`src/rtl/decode_seq.sv`:
```
// Registered multi-cycle instruction decoder: sequenced MUL, flag-conditional branches with flush.
// Optional illegal-opcode trap (HALT state, sticky illegal flag) enabled by DECODE_ILLEGAL_TRAP_EN.
module decode_seq #(
    parameter int A_SIZE     = 3,
    parameter int O_SIZE     = 6,
    parameter int FLAG_W     = 4,
    parameter int MUL_CYCLES = 3
) (
    input  logic              clk,
    input  logic              reset,
    input  logic [O_SIZE-1:0] opCode,
    input  logic              instrValid,
    input  logic [FLAG_W-1:0] aluFlags,
    output logic [A_SIZE-1:0] aluFunc,
    output logic              aluImmediate,
    output logic              pcInc,
    output logic              pcBranchAbs,
    output logic              pcBranchRel,
    output logic              writeReg,
    output logic              busy,
    output logic              illegal
);
    localparam logic [O_SIZE-1:0] OP_NOP  = O_SIZE'(0);
    localparam logic [O_SIZE-1:0] OP_LDI  = O_SIZE'(1);
    localparam logic [O_SIZE-1:0] OP_ADD  = O_SIZE'(2);
    localparam logic [O_SIZE-1:0] OP_ADDI = O_SIZE'(3);
    localparam logic [O_SIZE-1:0] OP_MUL  = O_SIZE'(4);
    localparam logic [O_SIZE-1:0] OP_JMP  = O_SIZE'(5);
    localparam logic [O_SIZE-1:0] OP_BRZ  = O_SIZE'(6);
    localparam logic [O_SIZE-1:0] OP_BRNZ = O_SIZE'(7);

    localparam logic [A_SIZE-1:0] ALU_A   = A_SIZE'(0);
    localparam logic [A_SIZE-1:0] ALU_B   = A_SIZE'(1);
    localparam logic [A_SIZE-1:0] ALU_ADD = A_SIZE'(2);
    localparam logic [A_SIZE-1:0] ALU_MUL = A_SIZE'(3);

    localparam logic [3:0] MUL_LOAD = 4'(MUL_CYCLES - 1);

`ifdef DECODE_ILLEGAL_TRAP_EN
    typedef enum logic [1:0] {RUN, MUL_WAIT, FLUSH, HALT} state_t;
`else
    typedef enum logic [1:0] {RUN, MUL_WAIT, FLUSH} state_t;
`endif

    state_t            state, state_next;
    logic [3:0]        cnt, cnt_next;
    logic [A_SIZE-1:0] func_next;
    logic              imm_next, inc_next, abs_next, rel_next, wr_next, busy_next;
    logic              taken;
    logic              unused_flags;

    // Only the Z flag steers branches; the remaining flag bits are carried for future conditions.
    assign taken        = (opCode == OP_BRZ) ? aluFlags[0] : ~aluFlags[0];
    assign unused_flags = ^aluFlags[FLAG_W-1:1];

`ifdef DECODE_ILLEGAL_TRAP_EN
    logic illegal_next;
`endif

    always_comb begin
        state_next = state;
        cnt_next   = cnt;
        func_next  = ALU_A;
        imm_next   = 1'b0;
        inc_next   = 1'b0;
        abs_next   = 1'b0;
        rel_next   = 1'b0;
        wr_next    = 1'b0;
        busy_next  = 1'b0;
`ifdef DECODE_ILLEGAL_TRAP_EN
        illegal_next = illegal;
`endif
        case (state)
            RUN: begin
                if (instrValid) begin
                    case (opCode)
                        OP_NOP: inc_next = 1'b1;
                        OP_LDI: begin
                            func_next = ALU_B;
                            imm_next  = 1'b1;
                            wr_next   = 1'b1;
                            inc_next  = 1'b1;
                        end
                        OP_ADD, OP_ADDI: begin
                            func_next = ALU_ADD;
                            imm_next  = (opCode == OP_ADDI);
                            wr_next   = 1'b1;
                            inc_next  = 1'b1;
                        end
                        OP_MUL: begin
                            func_next = ALU_MUL;
                            if (MUL_CYCLES == 1) begin
                                wr_next  = 1'b1;
                                inc_next = 1'b1;
                            end else begin
                                busy_next  = 1'b1;
                                cnt_next   = MUL_LOAD;
                                state_next = MUL_WAIT;
                            end
                        end
                        OP_JMP: begin
                            abs_next   = 1'b1;
                            busy_next  = 1'b1;
                            state_next = FLUSH;
                        end
                        OP_BRZ, OP_BRNZ: begin
                            if (taken) begin
                                rel_next   = 1'b1;
                                busy_next  = 1'b1;
                                state_next = FLUSH;
                            end else begin
                                inc_next = 1'b1;
                            end
                        end
                        default: begin
`ifdef DECODE_ILLEGAL_TRAP_EN
                            illegal_next = 1'b1;
                            busy_next    = 1'b1;
                            state_next   = HALT;
`else
                            inc_next = 1'b1;
`endif
                        end
                    endcase
                end
            end
            MUL_WAIT: begin
                func_next = ALU_MUL;
                if (cnt <= 4'd1) begin
                    wr_next    = 1'b1;
                    inc_next   = 1'b1;
                    cnt_next   = 4'd0;
                    state_next = RUN;
                end else begin
                    busy_next = 1'b1;
                    cnt_next  = cnt - 4'd1;
                end
            end
            // Bubble that drops the instruction fetched behind the branch.
            FLUSH: state_next = RUN;
`ifdef DECODE_ILLEGAL_TRAP_EN
            HALT: busy_next = 1'b1;
`endif
            default: state_next = RUN;
        endcase
    end

    always_ff @(posedge clk) begin
        if (reset) begin
            state        <= RUN;
            cnt          <= 4'd0;
            aluFunc      <= ALU_A;
            aluImmediate <= 1'b0;
            pcInc        <= 1'b0;
            pcBranchAbs  <= 1'b0;
            pcBranchRel  <= 1'b0;
            writeReg     <= 1'b0;
            busy         <= 1'b0;
        end else begin
            state        <= state_next;
            cnt          <= cnt_next;
            aluFunc      <= func_next;
            aluImmediate <= imm_next;
            pcInc        <= inc_next;
            pcBranchAbs  <= abs_next;
            pcBranchRel  <= rel_next;
            writeReg     <= wr_next;
            busy         <= busy_next;
        end
    end

`ifdef DECODE_ILLEGAL_TRAP_EN
    always_ff @(posedge clk) begin
        if (reset) illegal <= 1'b0;
        else       illegal <= illegal_next;
    end
`else
    assign illegal = 1'b0;
`endif

endmodule

```
`config.mk`:
```
export PLATFORM = sky130hd
export DESIGN_NAME = decode_seq
export DESIGN_NICKNAME = d
export VERILOG_FILES = /design/src/rtl/decode_seq.sv
export SDC_FILE = /design/constraint.sdc
export NUM_CORES = 1
export LEC_CHECK = 0
export ABC_AREA = 0
export BUFFER_PORTS_ARGS = -buffer_cell sky130_fd_sc_hd__buf_2
export CAP_MARGIN = 20
export CORE_UTILIZATION = 35
export DETAILED_ROUTE_END_ITERATION = 10
export GPL_ROUTABILITY_DRIVEN = 0
export HOLD_SLACK_MARGIN = 0.08
export PLACE_DENSITY_LB_ADDON = 0.2
export SLEW_MARGIN = 0
export SYNTH_ARGS = -nofsm -noshare
export SYNTH_HDL_FRONTEND = slang
export SYNTH_SLANG_ARGS = --single-unit
```
`constraint.sdc`:
```
create_clock -name clk -period 1.6 [get_ports clk]
set_input_delay 0.08 -clock clk [delete_from_list [all_inputs] [get_ports clk]]
set_output_delay 0.08 -clock clk [all_outputs]
set_load 0.02 [all_outputs]
```
Word-level counts from Yosys, hierarchy flattened:

Index checks and enable logic that the tools add are counted.

* equality and inequality tests: 13
* multiplexer cells: 28
* $lt $le $gt $ge: 1
* add/sub/neg operators: 1
* bitwise logic cells: 4
* reductions and logical operators: 10

Operators by type and width (number)
* 6-bit by 3-bit equality test with 1-bit output, second input constant: 4
* 6-bit by 2-bit equality test with 1-bit output, second input constant: 2
* 4-bit two-way mux: 3
* 1-bit case mux with 2 select lines: 6
* 2-bit case mux with 3 select lines: 2
* 1-bit two-way mux: 10
* 2-bit two-way mux: 4
* 2-bit case mux with 2 select lines: 2
* 4-bit case mux with 2 select lines: 1
* 6-bit by 1-bit equality test with 1-bit output, second input constant: 1
* 2-bit OR reduction: 3
* 3-bit OR reduction: 2
* 4-bit by 1-bit <= comparator with 1-bit output, second input constant: 1
* 2-bit inequality test, second input constant: 2
* 4-bit by 1-bit inequality test with 1-bit output, second input constant: 1
* 1-bit inverter: 4
* 4-bit AND reduction: 1
* 4-bit OR reduction: 1
* 4-bit by 1-bit subtractor with 4-bit output, second input constant: 1
* 3-bit inequality test, second input constant: 1
* 3-bit AND reduction: 1
* 2-bit by 1-bit equality test with 1-bit output, second input constant: 1
* 2-bit zero test: 1
* 2-bit by 1-bit inequality test with 1-bit output, second input constant: 1
* 2-bit nonzero test: 1

* bits in registers: 15
* output and inout bits: 10
* input bits: 13
* word-level logic and storage cells: 66

Depth between registers and ports, before layout:

* depth after elaboration: 6
* gate-level depth with buffers: 5
* mapped depth without buffers: 5

Least setup slack after synthesis:

No wires, ideal clock.

* kind: reg-to-reg
* start point: register cnt[0]
* end point: register cnt[1]
* data arrival time: 1265 ps
* data required time: 1484 ps
* clock period less this slack: 1381 ps
* cell stages (with the launch flop): 6
* setup slack: 219 ps
* buffers on the path: 0
* setup time: 116 ps
* cell sequence: dfxtp_1 -> inv_1 -> ha_1 -> nor2_1 -> or4b_1 -> and3_1

* word-level cells in the longest chain between the ends: 3
* elaborated cells between the ends (all ways): 4
* those cells by class: add/sub: 1; order compare: 1; mux: 2

RTL lines
* start, declared: line 46 `logic [3:0] cnt, cnt_next;`
* start signal, assigned: line 161 `cnt <= cnt_next;`
* 4-bit by 1-bit subtractor with 4-bit output / 4-bit by 1-bit <= comparator with 1-bit output (equally long branches): line 136, 129
* 4-bit two-way mux (*): line 129 `if (cnt <= 4'd1) begin`
* 4-bit case mux with 2 select lines (*): line 73 `case (state)`

Every way passes the cells marked *; elsewhere a longest branch is shown, timed or not.
A chain may end at the register's enable or synchronous reset.

Final worst setup path:

Same ends and word-level chain as after synthesis.

==> results by group <==
Status
  – Status: finished clean

Worst setup path
  – Crit Path Max Fanout: 4
  – R2r endpoint: cnt[1]
  – R2R setup slack: 0.1 ns
  – CP Capture Point: cnt[1]
  – Setup crit start: cnt[0]
  – Reg-to-Reg Start: cnt[0]
  – CP Capture Type: register
  – Reg2Reg Depth: 5
  – Critical path required time: 1.78 ns
  – Worst Setup Start Kind: register
  – Setup CP Type: reg -> reg
  – Arrival @ worst endpoint: 1.68 ns

Floorplanning
  – Initial Util: 0.3718
  – Chip Width: 47.42 um
  – Die Y: 47.42 um
  – Total die area: 2248 um2
  – Core area: 1942 um2
  – I/O Pins: 23
  – Std cell rows: 16

Global routing
  – Initial antenna violation count: 0
  – GRT Total Usage: 0.1509
  – Grt ovf: 0
  – First-pass GRT wire length: 2.263 mm
  – Largest net degree at the start of global routing: 10
  – Vias in the first global route: 539

STA
  – Setup TNS Final: 0 ns
  – Fin Clk Skew: 0.0007563 ns
  – Slew margin rel.: 0.6487
  – Crit share post-route: 0.9392
  – Final WS setup: 0.09732 ns
  – Unrepaired setup endpoints after global routing: no
  – Tmin final: 1.503 ns
  – Tightest Pin Transition: 0.5221 ns
  – Final Hold Vio Count: 0
  – Final setup vio count: 0
  – Final Max Tran Viols: 0
  – Maximum achievable frequency: 665.5 MHz

Cells and area
  – Diode count: 0
  – Nets: 105
  – Fill count: 203
  – Util after Layout: 0.4446
  – P&R area growth vs syn: 19.58%
  – Layout cell share with drive strength beyond 1: 0.3146

Detailed routing
  – # DRC: 0
  – Vias: 591
  – Metal2 WL: 669 um
  – Drt initial violations: 2
  – TritonRoute pass-1 iters: 2
  – Number of vias per cell: 5.095
  – Max layer used: met4
  – Met3 Routed Length: 49 um
  – WL met1: 626 um
  – Final ANT Viol Nets: 0
  – Final wirelength: 1.371 mm
  – Wire length per cell: 11.82 um

Clock network
  – Hold buffers post-CTS: 1
  – Clk root buf: clkbuf_4
  – CTS tree: built
  – Worst skew pair latency: 0.28 ns
  – Post-CTS Setup Inserts: 0
  – Clock net sink count: 14
  – Worst-path clk slew: 0.08 ns
  – CTS resizes: 0
  – Clock Path Buffers: 2
  – CTS buffer count: 3
  – H-tree levels: 1

Synthesis
  – Post-synth top area cell: dfxtp_1
  – Post-synth EDFFs: 0
  – Async SR Flop Fraction: 0
  – Mean area per synthesized cell: 10.31 um2
  – #FFs+latches synth: 14
  – Count leader, synth: dfxtp_1
  – Top-area cell type share of the netlist area: 0.3882
  – Ys flop type: dfxtp_1
  – Synthesized instance count: 70
  – Sequential fraction of the synthesis area: 0.3882
  – Post-synthesis cell type count: 39
  – Most instantiated cells after synthesis: dfxtp_1 (14), a21oi_1 (6), inv_1 (3)
  – Leading post-synthesis cells by cell area: dfxtp_1 (39%), nor4b_4 (6.6%), a21oi_1 (4.2%)
  – Cell Area, Synth: 721.9 um2
  – Yosys Warn Count: 0

Min path
  – Hold Path Class: in -> reg

Pwr
  – Leakage: 0.4036 nW
  – PwrDens: 788.0 nW/um2
  – Peak VDD IR: 397.8 uV

Flow run
  – Max Cap Viol: 0

Place
  – Dpl ws: 0.1043 ns
  – PortBufs: 17
  – DP HPWL: 1.064 mm
[cells by family after synthesis]
group           Yosys count  synth area share
fa+ha+maj                 2           0.03466
flops                    14            0.3882
buf+inv                   8           0.06410
xor+xnor                  3           0.03640
other cells               1          0.005194
compound gates           18            0.1837
simple gates             23            0.2721
mux                       1           0.01560
[cell usage in the layout (no fill, tap or decap), types with 2 or more instances in the layout]
cell type  Yosys  layout
buf_2          1      17
nor4_1         2       2
conb_1         1       2
nor2_1         2       2
ha_1           2       2
xor2_1         2       2
nor4b_4        2       2
nor3b_1        2       2
inv_1          3       3
dfxtp_1       14      14
and4b_1        2       2
clkbuf_4       0       3
nand3_1        2       2
a21oi_1        6       6
o211ai_1       2       2
o311a_1        2       2
[worst min-delay path by stage]
stage	depth (start not counted)	endpoint	slack, ns	from
detailed placement	2	state[0]	0.37	reset
global placement	2	state[0]	0.37	reset
floorplan	1	state[0]	0.18	reset
CTS	2	pcBranchAbs	0.09	opCode[1]
global route	3	aluFunc[1]	0.09	instrValid
finish	3	aluFunc[1]	0.11	instrValid
[registers in the layout, summed over array words and instances, names as in the netlist]
signal,flops
cnt,4
aluFunc,2
state,2
aluImmediate,1
busy,1
pcBranchAbs,1
pcBranchRel,1
pcInc,1
writeReg,1
[stage by stage]
step	total power [mW]	hold WS, ns	cells	instance area (um2)
CTS	0.6908	0.09066	116	863.3
global placement	0.4313	0.3716	111	817.0
global route	0.7205	0.08994	116	863.3
detailed placement	0.4317	0.3692	111	817.0
floorplan	0.4111	0.1784	71	725.7
finish	0.6803	0.1051	116	863.3
[critical path: stages, from the launching register on]
cell	delay, ns
dfxtp_1	0.34
inv_1	0.09
ha_1	0.19
nor2_1	0.09
or4b_1	0.53
and3_1	0.17
[where the power goes]
group	total [mW]	switching (mW)	internal (mW)
clock network	0.255	0.116	0.138
registers	0.353	0.00134	0.352
logic	0.0725	0.0431	0.0294
total	0.680	0.161	0.520
[layout make-up]
cell class | instances | area [um2] | area share
inverter | 3 | 11.26 | 0.01304
sequential | 14 | 280.3 | 0.3246
timing repair buffer | 19 | 102.6 | 0.1188
clock buffer | 4 | 36.28 | 0.04203
tap | 27 | 33.78 | 0.03913
multi-input combinational | 49 | 399.1 | 0.4623
[layer usage]
layer	track usage	vias up
met3	0.03396	4
met4	0.08571	0
li1	-	297
met1	0.1728	279
met5	0	-
met2	0.2575	11
No activity file was read; power rests on OpenSTA's default activity.
